File: config.mk
export PLATFORM = sky130hd
export DESIGN_NAME = instruction_decode_stage
export DESIGN_NICKNAME = d
export VERILOG_FILES = /design/src/rtl/instruction_decode_stage.sv
export SDC_FILE = /design/constraint.sdc
export NUM_CORES = 2
export LEC_CHECK = 0
export BUFFER_PORTS_ARGS = -buffer_cell sky130_fd_sc_hd__clkbuf_2
export CAP_MARGIN = 20
export CORE_MARGIN = 4
export CORE_UTILIZATION = 57
export DETAILED_ROUTE_END_ITERATION = 8
export HOLD_SLACK_MARGIN = 0.08
export PLACE_DENSITY = 0.77
export SYNTH_ARGS = -nofsm -noshare
export SYNTH_HDL_FRONTEND = slang
export SYNTH_SLANG_ARGS = --single-unit
File: constraint.sdc
create_clock -name clk -period 2.8 [get_ports clk]
set_input_delay 0.14 -clock clk [delete_from_list [all_inputs] [get_ports clk]]
set_output_delay 0.14 -clock clk [all_outputs]
set_load 0.01 [all_outputs]
File: src/rtl/instruction_decode_stage.sv
// Decode stage: register file with write-through bypass, control decode,
// branch target, load-use stall, flush, and a sticky HALT state.
module instruction_decode_stage #(
  parameter int DATA_W = 32,
  parameter int NREGS  = 32,
  parameter int RA_W   = 5
) (
  input  logic              clk,
  input  logic              reset,
  input  logic [31:0]       ir_in,
  input  logic [31:0]       pc_in,
  input  logic              flush,
  input  logic              wb_en,
  input  logic [RA_W-1:0]   wb_addr,
  input  logic [DATA_W-1:0] wb_data,
  output logic [DATA_W-1:0] rs1_val,
  output logic [DATA_W-1:0] rs2_val,
  output logic [31:0]       imm_ext,
  output logic [RA_W-1:0]   rd,
  output logic [3:0]        alu_op,
  output logic              alu_src_imm,
  output logic              reg_write,
  output logic              mem_read,
  output logic              mem_write,
  output logic [1:0]        is_branch,
  output logic              is_jump,
  output logic [31:0]       target,
  output logic              valid_out,
  output logic              illegal,
  output logic              stall_out,
  output logic              halted
);

  typedef enum logic {ST_RUN = 1'b0, ST_HALTED = 1'b1} state_t;

  state_t            r_state;
  logic [DATA_W-1:0] r_regs [NREGS];

  logic [5:0]        w_op;
  logic [RA_W-1:0]   w_rd;
  logic [RA_W-1:0]   w_rs1;
  logic [RA_W-1:0]   w_rs2;
  logic [15:0]       w_imm16;
  logic [31:0]       w_imm_ext;
  logic [31:0]       w_target;
  logic [DATA_W-1:0] w_rs1_val;
  logic [DATA_W-1:0] w_rs2_val;

  logic [3:0]        w_alu_op;
  logic              w_alu_src_imm;
  logic              w_rtype;
  logic              w_wr_rd;
  logic              w_mem_read;
  logic              w_mem_write;
  logic [1:0]        w_is_branch;
  logic              w_is_jump;
  logic              w_zext;
  logic              w_legal;
  logic              w_is_halt;
  logic              w_uses_rs2;
  logic              w_hazard;
  logic              w_run_issue;
  logic              w_load_instr;

  assign w_op    = ir_in[31:26];
  assign w_rd    = ir_in[25:21];
  assign w_rs1   = ir_in[20:16];
  assign w_rs2   = ir_in[15:11];
  assign w_imm16 = ir_in[15:0];

  always_comb begin
    w_alu_op      = 4'd0;
    w_alu_src_imm = 1'b0;
    w_rtype       = 1'b0;
    w_wr_rd       = 1'b0;
    w_mem_read    = 1'b0;
    w_mem_write   = 1'b0;
    w_is_branch   = 2'b00;
    w_is_jump     = 1'b0;
    w_zext        = 1'b0;
    w_legal       = 1'b1;
    w_is_halt     = 1'b0;
    case (w_op)
      6'h00: w_legal = 1'b1;
      6'h01: begin w_rtype = 1'b1; w_alu_op = 4'd0; end
      6'h02: begin w_rtype = 1'b1; w_alu_op = 4'd1; end
      6'h03: begin w_rtype = 1'b1; w_alu_op = 4'd2; end
      6'h04: begin w_rtype = 1'b1; w_alu_op = 4'd3; end
      6'h05: begin w_rtype = 1'b1; w_alu_op = 4'd4; end
      6'h06: begin w_rtype = 1'b1; w_alu_op = 4'd5; end
      6'h07: begin w_rtype = 1'b1; w_alu_op = 4'd6; end
      6'h08: begin w_rtype = 1'b1; w_alu_op = 4'd7; end
      6'h10: begin w_wr_rd = 1'b1; w_alu_src_imm = 1'b1; w_alu_op = 4'd0; end
      6'h11: begin w_wr_rd = 1'b1; w_alu_src_imm = 1'b1; w_alu_op = 4'd2; w_zext = 1'b1; end
      6'h12: begin w_wr_rd = 1'b1; w_alu_src_imm = 1'b1; w_alu_op = 4'd3; w_zext = 1'b1; end
      6'h20: begin w_wr_rd = 1'b1; w_alu_src_imm = 1'b1; w_mem_read = 1'b1; end
      6'h21: begin w_alu_src_imm = 1'b1; w_mem_write = 1'b1; end
      6'h30: begin w_alu_op = 4'd1; w_is_branch = 2'b01; end
      6'h31: begin w_alu_op = 4'd1; w_is_branch = 2'b10; end
      6'h38: w_is_jump = 1'b1;
      6'h3F: w_is_halt = 1'b1;
      default: w_legal = 1'b0;
    endcase
  end

  // rs2 is a real source only for R-type, store data and branch compares
  assign w_uses_rs2 = w_rtype | w_mem_write | (w_is_branch != 2'b00);
  assign w_imm_ext  = w_zext ? {16'h0000, w_imm16} : {{16{w_imm16[15]}}, w_imm16};
  assign w_target   = pc_in + w_imm_ext;

  always_comb begin
    if (w_rs1 == '0) begin
      w_rs1_val = '0;
    end else if (wb_en && (wb_addr == w_rs1)) begin
      w_rs1_val = wb_data;
    end else begin
      w_rs1_val = r_regs[w_rs1];
    end
  end

  always_comb begin
    if (w_rs2 == '0) begin
      w_rs2_val = '0;
    end else if (wb_en && (wb_addr == w_rs2)) begin
      w_rs2_val = wb_data;
    end else begin
      w_rs2_val = r_regs[w_rs2];
    end
  end

  assign w_hazard = valid_out & mem_read & (rd != '0) &
                    ((rd == w_rs1) | (w_uses_rs2 & (rd == w_rs2)));

  assign w_run_issue  = (r_state == ST_RUN) & ~flush & ~w_hazard;
  assign w_load_instr = w_run_issue & w_legal & ~w_is_halt;

  always_comb begin
    if (reset) begin
      stall_out = 1'b0;
    end else if (r_state == ST_HALTED) begin
      stall_out = 1'b1;
    end else if (flush) begin
      stall_out = 1'b0;
    end else begin
      stall_out = w_hazard;
    end
  end

  always_ff @(negedge clk) begin
    if (reset) begin
      for (int i = 0; i < NREGS; i++) begin
        r_regs[i] <= '0;
      end
    end else if (wb_en && (wb_addr != '0)) begin
      r_regs[wb_addr] <= wb_data;
    end
  end

  // ID/EX register and HALT state; anything not issued becomes a bubble
  always_ff @(negedge clk) begin
    if (reset) begin
      r_state     <= ST_RUN;
      halted      <= 1'b0;
      rs1_val     <= '0;
      rs2_val     <= '0;
      imm_ext     <= 32'h0;
      rd          <= '0;
      alu_op      <= 4'd0;
      alu_src_imm <= 1'b0;
      reg_write   <= 1'b0;
      mem_read    <= 1'b0;
      mem_write   <= 1'b0;
      is_branch   <= 2'b00;
      is_jump     <= 1'b0;
      target      <= 32'h0;
      valid_out   <= 1'b0;
      illegal     <= 1'b0;
    end else begin
      if (w_run_issue && w_is_halt) begin
        r_state <= ST_HALTED;
        halted  <= 1'b1;
      end
      if (w_load_instr) begin
        rs1_val     <= w_rs1_val;
        rs2_val     <= w_rs2_val;
        imm_ext     <= w_imm_ext;
        rd          <= w_rd;
        alu_op      <= w_alu_op;
        alu_src_imm <= w_alu_src_imm;
        reg_write   <= (w_wr_rd | w_rtype) & (w_rd != '0);
        mem_read    <= w_mem_read;
        mem_write   <= w_mem_write;
        is_branch   <= w_is_branch;
        is_jump     <= w_is_jump;
        target      <= w_target;
        valid_out   <= 1'b1;
        illegal     <= 1'b0;
      end else begin
        rs1_val     <= '0;
        rs2_val     <= '0;
        imm_ext     <= 32'h0;
        rd          <= '0;
        alu_op      <= 4'd0;
        alu_src_imm <= 1'b0;
        reg_write   <= 1'b0;
        mem_read    <= 1'b0;
        mem_write   <= 1'b0;
        is_branch   <= 2'b00;
        is_jump     <= 1'b0;
        target      <= 32'h0;
        valid_out   <= 1'b0;
        illegal     <= w_run_issue & ~w_legal;
      end
    end
  end

endmodule
# Yosys cells after proc, flatten, opt, wreduce, memory -nomap -nowiden
# Memory sizes are Yosys's and may differ from the RTL's. A register that Yosys moved wholly into a read port is not among the register bits.
# Index checks and enable logic that the tools add are counted.
# Widths: inputs -> output; s select.
word_totals:
  register_bits: 83
  mem_bits_rw: 1024
  memories: 1
classes:
  addsub: 1
  n_eq_ne: 19
  n_mux: 24
  n_bitwise: 20
  n_reduce_logical: 22
memory_table:
  columns: ["name", "words", "word_bits", "read_ports", "rd_ports_with_merged_regs", "wr", "line", "source"]
  rows:
  - ["r_regs", 32, 32, 2, 2, 32, "37", "logic [DATA_W-1:0] r_regs [NREGS];"]
ops:
  columns: ["cell", "count"]
  rows:
  - ["$mux 32", 2]
  - ["$eq 6x6->1 const B", 6]
  - ["$add 32x32->32", 1]
  - ["$reduce_or 32->1", 1]
  - ["$eq 6x3->1 const B", 4]
  - ["$pmux 3 s7", 1]
  - ["$mux 1", 19]
  - ["$eq 6x5->1 const B", 3]
  - ["$reduce_or 18->1", 1]
  - ["$reduce_bool 5->1", 3]
  - ["$eq 6x2->1 const B", 2]
  - ["$and 1x1->1", 10]
  - ["$eq 5x5->1", 2]
  - ["$logic_not 5->1", 2]
  - ["$reduce_or 2->1", 5]
  - ["$reduce_or 3->1", 3]
  - ["$reduce_or 8->1", 1]
  - ["$eq 6x1->1 const B", 1]
  - ["$eq 6x4->1 const B", 1]
  - ["$logic_not 6->1", 1]
  - ["$not 1->1", 6]
  - ["$mux 5", 1]
  - ["$reduce_or 5->1", 1]
  - ["$or 1x1->1", 4]
  - ["4 further kinds", 5]

# Depth between registers and ports, before layout
logic_depth:
  word_depth: 14
  mapped_depth: 14
  mapped_depth_nobuf: 11

==> flow_summary.yaml <==
setup_path:
  crit_type: "reg -> out"
  crit_chain: "xor2_1 > nor3_2 > o2111ai_2 > buf_4 > a211oi_4 > nor2_2 > nor2_2 > buf_2"
  crit_top_cell: "nor2_2"
  end_kind: "output port"
  cp_top_family: "simple AND/OR/NAND/NOR gates"
  cp.required_ps: 2660
  cp_num_buf_inv: 2
  crit_path_max_fanout: 3
  slowest_delay_ps: 350
  critPathLaunchType: "flop"
  worstPathArrival_ps: 3840
  crit_slowest_cell: "dfxtp_2"
layout:
  final_common_cell: "inv_1"
  design_area_um2: 79690
  syn2layout_area_growth_pct: 31.84
  layout-drive-gt1-share_pct: 34.18
  mostFrequentLayoutCells: "inv_1, edfxtp_1, and2_1"
  layout.cells.non_filler: 7167
  layout.nets: 5786
  nFillCells: 5693
logic_synthesis:
  synth_edf_count: 1024
  synthCells: 3904
  async_reset_ff_share_pct: 0
  synth_area_um2: 60450
  synth.avg_cell_area_um2: 15.48
  ys_seq_area_share_pct: 55.21
  synth_top_area_share_pct: 50.87
  yosys.area.top_type: "edfxtp_1"
  synthTopCellsByArea: "edfxtp_1, mux4_2, and2_1"
  synth_ff_type: "edfxtp_1"
  ys_ff_latch: 1155
  ys_types: 73
  synth_warnings: 0
timing:
  drv_slew: 0
  finalWorstSetupSlack_ps: -1176
  grt_setup_unrepaired: "true"
  hold_viol_final: 0
  setup_viol: 222
  max_slew_margin_pct: 48.26
  setup_tns_ps: -36620
  hold_slack_ps: 553.8
  clock_skew_ps: 57.64
  worstMarginPinSlew_ps: 776.1
outcome:
  outcome: "finished, violations left"
  violations: "negative setup slack"
drt:
  drtPass1Iterations: 6
  drt-vias-per-instance: 6.657
  drt_iter0_markers: 7901
  routed_wl_mm: 225.2
  ant_nets: 0
  drc: 0
  avgRoutedWirePerCell_um: 31.42
  dr_total_vias: 47711
placement:
  dp_slack_ps: -1218
  place_hpwl_mm: 130.4
  dp_cells: 5680
  placed_area_um2: 68350
  gp_congestion: 0.9421
  port_buffers: 251
clocking:
  cts_sinks: 1155
  clk_latency_ps: 780
  numCtsBuffers: 133
  cts_tree: "done"
  postCtsHoldBufs: 0
  cts-root-buf: "clkbuf_16"
  clk_pin_slew_ps: 60
  htreeDepth: 4
  clockBufferDepth: 3
flow_run:
  max-cap-violations: 0
grt:
  antenna_found_initial: 19
  grt-ovfl-total: 0
  grt_max_degree: 42
  grt_use_total_pct: 40.11
  grt_pass1_wl_mm: 321.2
  grt_pass1_vias: 51413
floorplan:
  chipWidth_um: 333.6
  chipHeight_um: 333.6
  start_util_pct: 57.42
  num_rows: 119
  core_area_um2: 105300
  die_area_um2: 111300
  io_pins: 253
pwr:
  p_leak_nw: 33.64
  p_per_area_nw_per_um2: 655.8
  vdd_drop_max_mv: 0.6253
hold_path:
  hp-class: "reg -> reg"
[Yosys cell counts (all sizes together) (12+ instances only)]
cell type and number:
ha 17, inv 17, mux2i 70, xor2 24
o211ai 12, xnor2 26, and2 1016, a21oi 36
o21ai 22, a211oi 68, nand3 14, or2 33
mux4 640, or3 12, clkbuf 313, buf 104
nand2 30, dfxtp 131, nor2 158, nor3 22
edfxtp 1024
[metal layers]
layer	GRT usage [%]	vias to the layer above	wire length, µm
met4	28.57	4	17190
met1	46.79	23251	68770
met3	16.54	1174	35320
met5	0	-	46
li1	-	18516	-
met2	60.42	4766	103900
[repair_timing]
| item | 4_1_cts | 5_1_grt |
|---|---|---|
| setup buffers | 65 | 11 |
| gates resized for setup | 210 | 151 |
| pin swaps | 34 | 35 |
| gates cloned | 13 | 3 |
| setup endpoints to repair | 172 | 241 |
[cells by family (layout without fill, tap and decap cells)]
family	after synthesis	in the layout	share of synthesized area (%)
muxes	710	710	25.01
AOI/OAI and AO/OA	197	197	2.583
other	1	46	0.006204
adders and majority gates	18	18	0.3850
buffers and inverters	435	2262	2.970
xor gates and xnor gates	50	50	0.7369
DFF	1155	1155	55.21
and+or+nand+nor	1338	1338	13.10
[layout make-up]
type | count | area (µm²) | share of cell area (%)
Timing Repair Buffer | 855 | 9050 | 11.36
Multi-Input combinational cell | 2346 | 26500 | 33.25
Inverter | 17 | 71.32 | 0.08949
Clock inverter | 1255 | 5473 | 6.867
Antenna cell | 13 | 32.53 | 0.04082
Clock buffer | 135 | 3378 | 4.239
Tap cell | 1391 | 1740 | 2.184
Sequential cell | 1155 | 33450 | 41.98
[report_power, final]
| part | internal (mW) | leakage, nW | switching (mW) |
|---|---|---|---|
| clock | 13.0 | 8.43 | 12.6 |
| sequential | 19.8 | 10.8 | 0.532 |
| combinational | 3.16 | 14.4 | 3.25 |
[flip-flops by register name, indices dropped and copies added (netlist names), 2 cells and up]
register   flops
is_branch      2
alu_op         3
rs2_val       32
target        32
rs1_val       32
rd             5
r_regs      1024
imm_ext       17
[worst reg2reg max path, delay by kind of cell, from the launching register on]
family          cells  cell delay (ps)
flops               1              350
buf+inv             4              540
simple gates        2              840
compound gates      5              900
[final timing paths]
| check | startpoint | endpoint | slack (ps) | cells past startpoint |
|---|---|---|---|---|
| worst max register to register | rd[1]$_SDFF_NP0_ | rs1_val[24]$_SDFF_NP0_ | 60 | 11 |
| worst max-delay path | rd[1]$_SDFF_NP0_ | stall_out | -1180 | 8 |
| worst min register to register | r_state$_SDFFE_NP0P_ | r_state$_SDFFE_NP0P_ | 550 | 2 |
| worst min-delay path | r_state$_SDFFE_NP0P_ | r_state$_SDFFE_NP0P_ | 550 | 2 |
[through the flow]
step                utilization [%]  total power [mW]
global placement              64.93             28.43
CTS                           75.10             51.95
detailed placement            64.93             28.58
global route                  75.68             54.79
floorplan                         -             26.04
finish                        75.71             52.26
Note: power is estimated with default switching activity, not from simulation.
